[config.mk]
export PLATFORM = sky130hd
export DESIGN_NAME = and_gate_sweep_ctrl_flat
export DESIGN_NICKNAME = d
export VERILOG_FILES = /design/src/rtl/and_gate_sweep_ctrl_if.sv /design/src/rtl/and_gate_sweep_ctrl.sv /design/src/flat_wrapper.sv
export SDC_FILE = /design/constraint.sdc
export NUM_CORES = 1
export LEC_CHECK = 0
export CAP_MARGIN = 5
export CORE_ASPECT_RATIO = 1.1
export CORE_UTILIZATION = 32
export DETAILED_ROUTE_END_ITERATION = 8
export PLACE_DENSITY = 0.51
export SLEW_MARGIN = 40
export SYNTH_ARGS = -nofsm -noshare
export SYNTH_HDL_FRONTEND = slang
export SYNTH_SLANG_ARGS = --single-unit
export TNS_END_PERCENT = 10
[constraint.sdc]
create_clock -name clk -period 3.5 [get_ports clk]
set_input_delay 0.7 -clock clk [delete_from_list [all_inputs] [get_ports clk]]
set_output_delay 0.7 -clock clk [all_outputs]
set_load 0.1 [all_outputs]
[src/rtl/and_gate_sweep_ctrl_if.sv]
// Signal bundle between the AND-gate sweep controller and its surroundings.
// master: the sweep controller (drives the gate inputs and status).
// slave:  the environment (issues start, returns the gate output).
interface and_gate_sweep_ctrl_if #(
  parameter int ERR_W = 4
);
  logic             start;
  logic             gate_z;
  logic             gate_x;
  logic             gate_y;
  logic             busy;
  logic             done;
  logic             pass;
  logic [ERR_W-1:0] err_count;
  logic             fail_valid;
  logic [1:0]       fail_vec;

  modport master (
    input  start, gate_z,
    output gate_x, gate_y, busy, done, pass, err_count, fail_valid, fail_vec
  );

  modport slave (
    output start, gate_z,
    input  gate_x, gate_y, busy, done, pass, err_count, fail_valid, fail_vec
  );
endinterface

[src/rtl/and_gate_sweep_ctrl.sv]
// On-chip test sequencer for a 2-input AND gate.
// A start pulse drives vectors 00,01,10,11 (PASSES times), holding each for
// HOLD_CYCLES cycles and sampling gate_z on the last hold cycle. Mismatches
// against x&y are counted (saturating) and the first failing vector is kept.
// Optional build macro AND_SWEEP_STOP_ON_FAIL_EN: stop at the first mismatch
// and keep driving the failing vector while in DONE.
module and_gate_sweep_ctrl #(
  parameter int HOLD_CYCLES = 5,
  parameter int PASSES      = 1,
  parameter int ERR_W       = 4
) (
  input logic                   clk,
  input logic                   rst,
  and_gate_sweep_ctrl_if.master bus
);

  localparam int HCW = (HOLD_CYCLES > 1) ? $clog2(HOLD_CYCLES) : 1;
  localparam int PCW = (PASSES > 1) ? $clog2(PASSES) : 1;
  localparam logic [HCW-1:0] HOLD_LAST = HCW'(HOLD_CYCLES - 1);
  localparam logic [PCW-1:0] PASS_LAST = PCW'(PASSES - 1);

  typedef enum logic [1:0] {IDLE, DRIVE, DONE} state_t;

  state_t           state;
  state_t           state_nxt;
  logic [1:0]       vec;
  logic [1:0]       vec_inc;
  logic [HCW-1:0]   hold_cnt;
  logic [PCW-1:0]   pass_cnt;
  logic [ERR_W-1:0] err_count;
  logic             fail_valid;
  logic [1:0]       fail_vec;
  logic             gate_x;
  logic             gate_y;
  logic             accept;
  logic             sample;
  logic             mismatch;
  logic             last_vec;

  function automatic logic [ERR_W-1:0] sat_inc(input logic [ERR_W-1:0] v);
    return (&v) ? v : v + ERR_W'(1);
  endfunction

  assign accept   = bus.start && (state == IDLE || state == DONE);
  assign sample   = (state == DRIVE) && (hold_cnt == '0);
  assign mismatch = sample && (bus.gate_z != (vec[1] & vec[0]));
  assign last_vec = sample && (vec == 2'b11) && (pass_cnt == PASS_LAST);
  assign vec_inc  = vec + 2'd1;

  // Next-state decode for the sweep FSM
  always_comb begin
    state_nxt = state;
    case (state)
      IDLE:  if (bus.start) state_nxt = DRIVE;
      DRIVE: begin
`ifdef AND_SWEEP_STOP_ON_FAIL_EN
        if (mismatch || last_vec) state_nxt = DONE;
`else
        if (last_vec) state_nxt = DONE;
`endif
      end
      DONE:  if (bus.start) state_nxt = DRIVE;
      default: state_nxt = IDLE;
    endcase
  end

  // FSM state register
  always_ff @(posedge clk) begin
    if (rst) state <= IDLE;
    else     state <= state_nxt;
  end

  // Vector sequencing, hold/pass counting, gate drive and error capture
  always_ff @(posedge clk) begin
    if (rst) begin
      vec        <= 2'b00;
      hold_cnt   <= '0;
      pass_cnt   <= '0;
      err_count  <= '0;
      fail_valid <= 1'b0;
      fail_vec   <= 2'b00;
      gate_x     <= 1'b0;
      gate_y     <= 1'b0;
    end else if (accept) begin
      vec        <= 2'b00;
      hold_cnt   <= HOLD_LAST;
      pass_cnt   <= '0;
      err_count  <= '0;
      fail_valid <= 1'b0;
      fail_vec   <= 2'b00;
      gate_x     <= 1'b0;
      gate_y     <= 1'b0;
    end else if (sample) begin
      if (mismatch) begin
        err_count <= sat_inc(err_count);
        if (!fail_valid) begin
          fail_valid <= 1'b1;
          fail_vec   <= vec;
        end
      end
      vec      <= vec_inc;
      hold_cnt <= HOLD_LAST;
      if (vec == 2'b11) pass_cnt <= pass_cnt + PCW'(1);
      if (state_nxt == DONE) begin
`ifdef AND_SWEEP_STOP_ON_FAIL_EN
        // A failing vector stays on the gate pins for probing.
        if (!mismatch) begin
          gate_x <= 1'b0;
          gate_y <= 1'b0;
        end
`else
        gate_x <= 1'b0;
        gate_y <= 1'b0;
`endif
      end else begin
        gate_x <= vec_inc[1];
        gate_y <= vec_inc[0];
      end
    end else if (state == DRIVE) begin
      hold_cnt <= hold_cnt - HCW'(1);
    end
  end

  assign bus.gate_x     = gate_x;
  assign bus.gate_y     = gate_y;
  assign bus.busy       = (state == DRIVE);
  assign bus.done       = (state == DONE);
  assign bus.pass       = (state == DONE) && (err_count == '0);
  assign bus.err_count  = err_count;
  assign bus.fail_valid = fail_valid;
  assign bus.fail_vec   = fail_vec;

endmodule

[src/flat_wrapper.sv]
// flat-port wrapper written by rule: the top's interface ports become plain ports
module and_gate_sweep_ctrl_flat 
#(
  parameter int HOLD_CYCLES = 5,
  parameter int PASSES      = 1,
  parameter int ERR_W       = 4
)
  (clk, rst, bus_start, bus_gate_z, bus_gate_x, bus_gate_y, bus_busy, bus_done, bus_pass, bus_err_count, bus_fail_valid, bus_fail_vec);
  and_gate_sweep_ctrl_if #(.ERR_W(ERR_W)) bus_i ();
  input logic clk;
  input logic rst;
  input wire logic [$bits(bus_i.start)-1:0] bus_start;
  input wire logic [$bits(bus_i.gate_z)-1:0] bus_gate_z;
  output wire logic [$bits(bus_i.gate_x)-1:0] bus_gate_x;
  output wire logic [$bits(bus_i.gate_y)-1:0] bus_gate_y;
  output wire logic [$bits(bus_i.busy)-1:0] bus_busy;
  output wire logic [$bits(bus_i.done)-1:0] bus_done;
  output wire logic [$bits(bus_i.pass)-1:0] bus_pass;
  output wire logic [$bits(bus_i.err_count)-1:0] bus_err_count;
  output wire logic [$bits(bus_i.fail_valid)-1:0] bus_fail_valid;
  output wire logic [$bits(bus_i.fail_vec)-1:0] bus_fail_vec;
  assign bus_i.start = bus_start;
  assign bus_i.gate_z = bus_gate_z;
  assign bus_gate_x = bus_i.gate_x;
  assign bus_gate_y = bus_i.gate_y;
  assign bus_busy = bus_i.busy;
  assign bus_done = bus_i.done;
  assign bus_pass = bus_i.pass;
  assign bus_err_count = bus_i.err_count;
  assign bus_fail_valid = bus_i.fail_valid;
  assign bus_fail_vec = bus_i.fail_vec;
  and_gate_sweep_ctrl #(.HOLD_CYCLES(HOLD_CYCLES), .PASSES(PASSES), .ERR_W(ERR_W)) u_core (.clk(clk), .rst(rst), .bus(bus_i));
endmodule
; After elaboration in Yosys (flattened, before gate mapping)
; Index checks and enable logic that the tools add are counted.
[word_totals]
out_inout_bits = 12
wordCells = 50
reg_bits = 17
inputBits = 4
[classes]
n_mux = 8
n_addsub = 4
eq_ne = 5
bitwise = 4
n_reduce_logical = 19
[ops]
columns = operator, n
row1 = two-way mux 3 bit, 3
row2 = "equality test 2 bit, second input constant", 3
row3 = logical AND 1 bit, 6
row4 = AND reduction 3 bit, 2
row5 = "adder 4 x 1 -> 4 bit, second input constant", 1
row6 = zero test 4 bit, 1
row7 = two-way mux 2 bit, 2
row8 = one-hot mux 2 bit (2 select lines), 1
row9 = AND reduction 2 bit, 2
row10 = AND reduction 4 bit, 1
row11 = OR reduction 2 bit, 2
row12 = zero test 3 bit, 1
row13 = inverter 1 bit, 3
row14 = nonzero test 3 bit, 1
row15 = OR reduction 3 bit, 1
row16 = "subtractor 3 x 1 -> 3 bit, second input constant", 1
row17 = "adder 2 x 1 -> 2 bit, second input constant", 1
row18 = "equality test 2 x 1 -> 1 bit, second input constant", 1
row19 = zero test 2 bit, 1
row20 = two-way mux 1 bit, 2
row21 = "adder 1 bit, second input constant", 1
row22 = AND 1 bit, 1
row23 = logical OR 1 bit, 1
row24 = != test 1 bit, 1

; Logic depth before layout (Yosys ltp)
[logic_depth]
depth_word = 8
ltp_mapped = 7
depth_no_buf = 6

; Worst setup path after synthesis
; Ideal clock, no wire load.
[synth_path]
kind = reg-to-output
from = register u_core.err_count[0], in the netlist u_core.bus.err_count[0]
to = output bus_pass
path_buffers = 0
t_required_ns = 2.800
path_slack_ns = -1.273
stages_incl_launch_ff = 4
arrival_time_ns = 4.073
path_cell_list = dfxtp_1 -> inv_1 -> ha_1 -> nor4b_1
[synth_via]
elab_chain_cells = 2
[synth_lines]
columns = element, line
row1 = start: declaration, and_gate_sweep_ctrl.sv:30  ; logic [ERR_W-1:0] err_count;
row2 = start signal: assignment, and_gate_sweep_ctrl.sv:95  ; err_count <= sat_inc(err_count);
row3 = zero test 4 bit, and_gate_sweep_ctrl.sv:128  ; assign bus.pass = (state == DONE) && (err_count == '0);
row4 = logical AND 1 bit, and_gate_sweep_ctrl.sv:128
row5 = end: declaration, flat_wrapper.sv:18  ; output wire logic [$bits(bus_i.pass)-1:0] bus_pass;
; No other way between the ends.

; Final worst setup path
[layout_path]
from = register u_core.state[0]
to = output bus_pass
[layout_via]
elab_chain_cells = 2
[layout_lines]
columns = element, line
row1 = start: declaration, and_gate_sweep_ctrl.sv:24  ; state_t state;
row2 = start signal: assignment, and_gate_sweep_ctrl.sv:70  ; else state <= state_nxt;
row3 = equality test 2 bit, and_gate_sweep_ctrl.sv:128
row4 = logical AND 1 bit, and_gate_sweep_ctrl.sv:128
; No other way between the ends.

==> metrics.cfg <==
[outcome]
outcome=finished, final reports clean

[sta]
rsz0062_at_grt=no
slew_violations=0
post-route-min-period_ps=2230
fin_crit_sh=0.638
finalHoldViolCount=0
setup_slack_ps=1270
max_slew_margin=0.678
clock.fmax_mhz=448
setup_viol=0
fin_skew_ps=6.46
tightest_slew_ps=487
tns_ps=0

[worst_setup_path]
r2r_slack_ps=1650
cpPeakStageDelay_ps=390
cp-start-kind=flop
cp_max_fo=7
worstPathArrival_ps=1530
r2r_start=u_core.hold_cnt[0]
path_cells=nand2b_1, nor4b_2, buf_4
r2r_end=u_core.bus.err_count[0]
critPathCaptureType=output port
startpoint=u_core.state[0]
slowest_stage=dfxtp_1
critPathKind=reg2out
r2r_cells=6
cp.required_ps=2800
endpoint=bus_pass

[yosys]
synth-seq-cells=17
syn_area_per_cell_um2=9.47
ys_types=37
ys_warn_count=0
syn_area_um2=881
syn_nets=102
synth_edf_count=0
synth_flop_cell=dfxtp_1
synthArstFlopShare=0
yosysSeqAreaShare=0.386
netlist_instances=93

[pwr]
ir_worst_vdd_mv=0.212
power_density_nw_per_um2=373
power_leakage_nw=0.434
power_uw=389

[route]
wl_per_cell_um=12.9
vias=717
finalWirelength_um=1800
firstDrtPassIters=6
wl_met3_um=69
route.met2.wl_um=797
drc=0
antenna_left=0
drtIter0Drc=14
drt-met1-wl_um=906
top_layer=met4
viasPerCell=5.12

[cts]
cts_made_buffers=3
clock_sinks=17
cts_hold_buf=0
clockRootBuffer=clkbuf_4
path_clk_slew_ps=110
clockBufferDepth=2
ctsResizeCount=0
cts_setup_buffers=0
clk_latency_ps=290
ctsHtreeMaxLevel=1
cts_tree=done

[placement]
gp_congestion=0.683
dp_hpwl_um=1360
place.port_buffers=15
dp_slack_ps=1320

[floorplan]
die_w_um=52.0
die_h_um=57.0
start_util=0.346
pin_count=16
die_area_um2=2970
rows=19
core-area_um2=2540

[min_path]
min_path_type=reg2reg
holdPathStages=2

[finish]
diodes=0
synthToLayoutAreaGrowth_pct=18.2
nNetsFinal=119
drive_gt1_frac=0.211
final_cell_mix=dfxtp_1, nor2_1, buf_2
final_common_cell=dfxtp_1

[global_routing]
grt_antenna_before_repair=0
grt_pass1_vias=660
overflow=0
grt_start_max_net_pins=11
grt_pass1_wl_um=2940
grt_usage=0.137

[flow_run]
cap_violations=0

==> power breakdown <==
group / total [mW] / switching (mW) / internal (mW)
Sequential: 0.205 / 0.00522 / 0.199
Combinational: 0.0748 / 0.0517 / 0.0231
Clock: 0.109 / 0.0666 / 0.0425
Total: 0.389 / 0.124 / 0.265
==> Yosys cell counts, types with 3 or more instances <==
cell type / count / area [um^2]
a21oi_1: 3 / 15.0
inv_1: 6 / 22.5
nor3_1: 3 / 15.0
nand2b_1: 3 / 18.8
nor2_1: 7 / 26.3
ha_1: 5 / 62.6
dfxtp_1: 17 / 340
mux2i_1: 4 / 40.0
nand3_1: 6 / 30.0
nand2_1: 6 / 22.5
==> registers in the layout, summed over array words and instances (netlist names) <==
signal	count
u_core.bus.err_count	4
u_core.bus.fail_valid	1
u_core.bus.fail_vec	2
u_core.bus.gate_x	1
u_core.bus.gate_y	1
u_core.hold_cnt	3
u_core.pass_cnt	1
u_core.state	2
u_core.vec	2
==> logic make-up (layout without fill, tap and decap cells) <==
group,after synthesis,after routing,synth area share
compound gates,13,13,0.128
mux,5,5,0.0625
buf+inv,11,27,0.0511
fa+ha+maj,5,5,0.0710
xor+xnor,4,4,0.0483
simple gates,38,38,0.253
flops,17,17,0.386
==> layout make-up <==
cell class	instances	area [um^2]
fill	267	1500
multi-input combinational	65	502
sequential	17	340
timing repair buffer	15	103
tap	31	38.8
inverter	8	30.0
clock buffer	3	22.5
clock inverter	1	5.00
==> worst max-delay path, delay by kind of cell, from the launching register on <==
kind / cells / cell delay [ps]
AND/OR/NAND/NOR: 2 / 520
flip-flops: 1 / 390
buffers and inverters: 1 / 330
==> how the worst min path moves through the flow <==
| stage | slack (ps) | startpoint | end |
|---|---|---|---|
| after floorplan | 430 | u_core.hold_cnt[1] | u_core.hold_cnt[1] |
| after global placement | 440 | u_core.hold_cnt[1] | u_core.hold_cnt[1] |
| after detailed placement | 450 | u_core.hold_cnt[1] | u_core.hold_cnt[1] |
| after CTS | 470 | u_core.hold_cnt[1] | u_core.hold_cnt[1] |
| after global routing | 510 | u_core.bus.fail_vec[0] | u_core.bus.fail_vec[0] |
| final | 460 | u_core.hold_cnt[1] | u_core.hold_cnt[1] |
==> through the flow <==
stage          cell area (um^2)  utilization  hold WS, ps  instances
2_1_floorplan               887            -          432         93
3_3_place_gp               1050        0.412          438        136
3_5_place_dp               1010        0.398          452        136
4_1_cts                    1040        0.409          467        140
5_1_grt                    1040        0.409          507        140
6_report                   1040        0.409          463        140
==> per-layer routing <==
layer / track usage / vias to the layer above
li1: - / 365
met1: 0.176 / 333
met2: 0.216 / 15
met3: 0.0320 / 4
met4: 0.0579 / 0
met5: 0 / -
No activity file was read; power rests on OpenSTA's default activity.
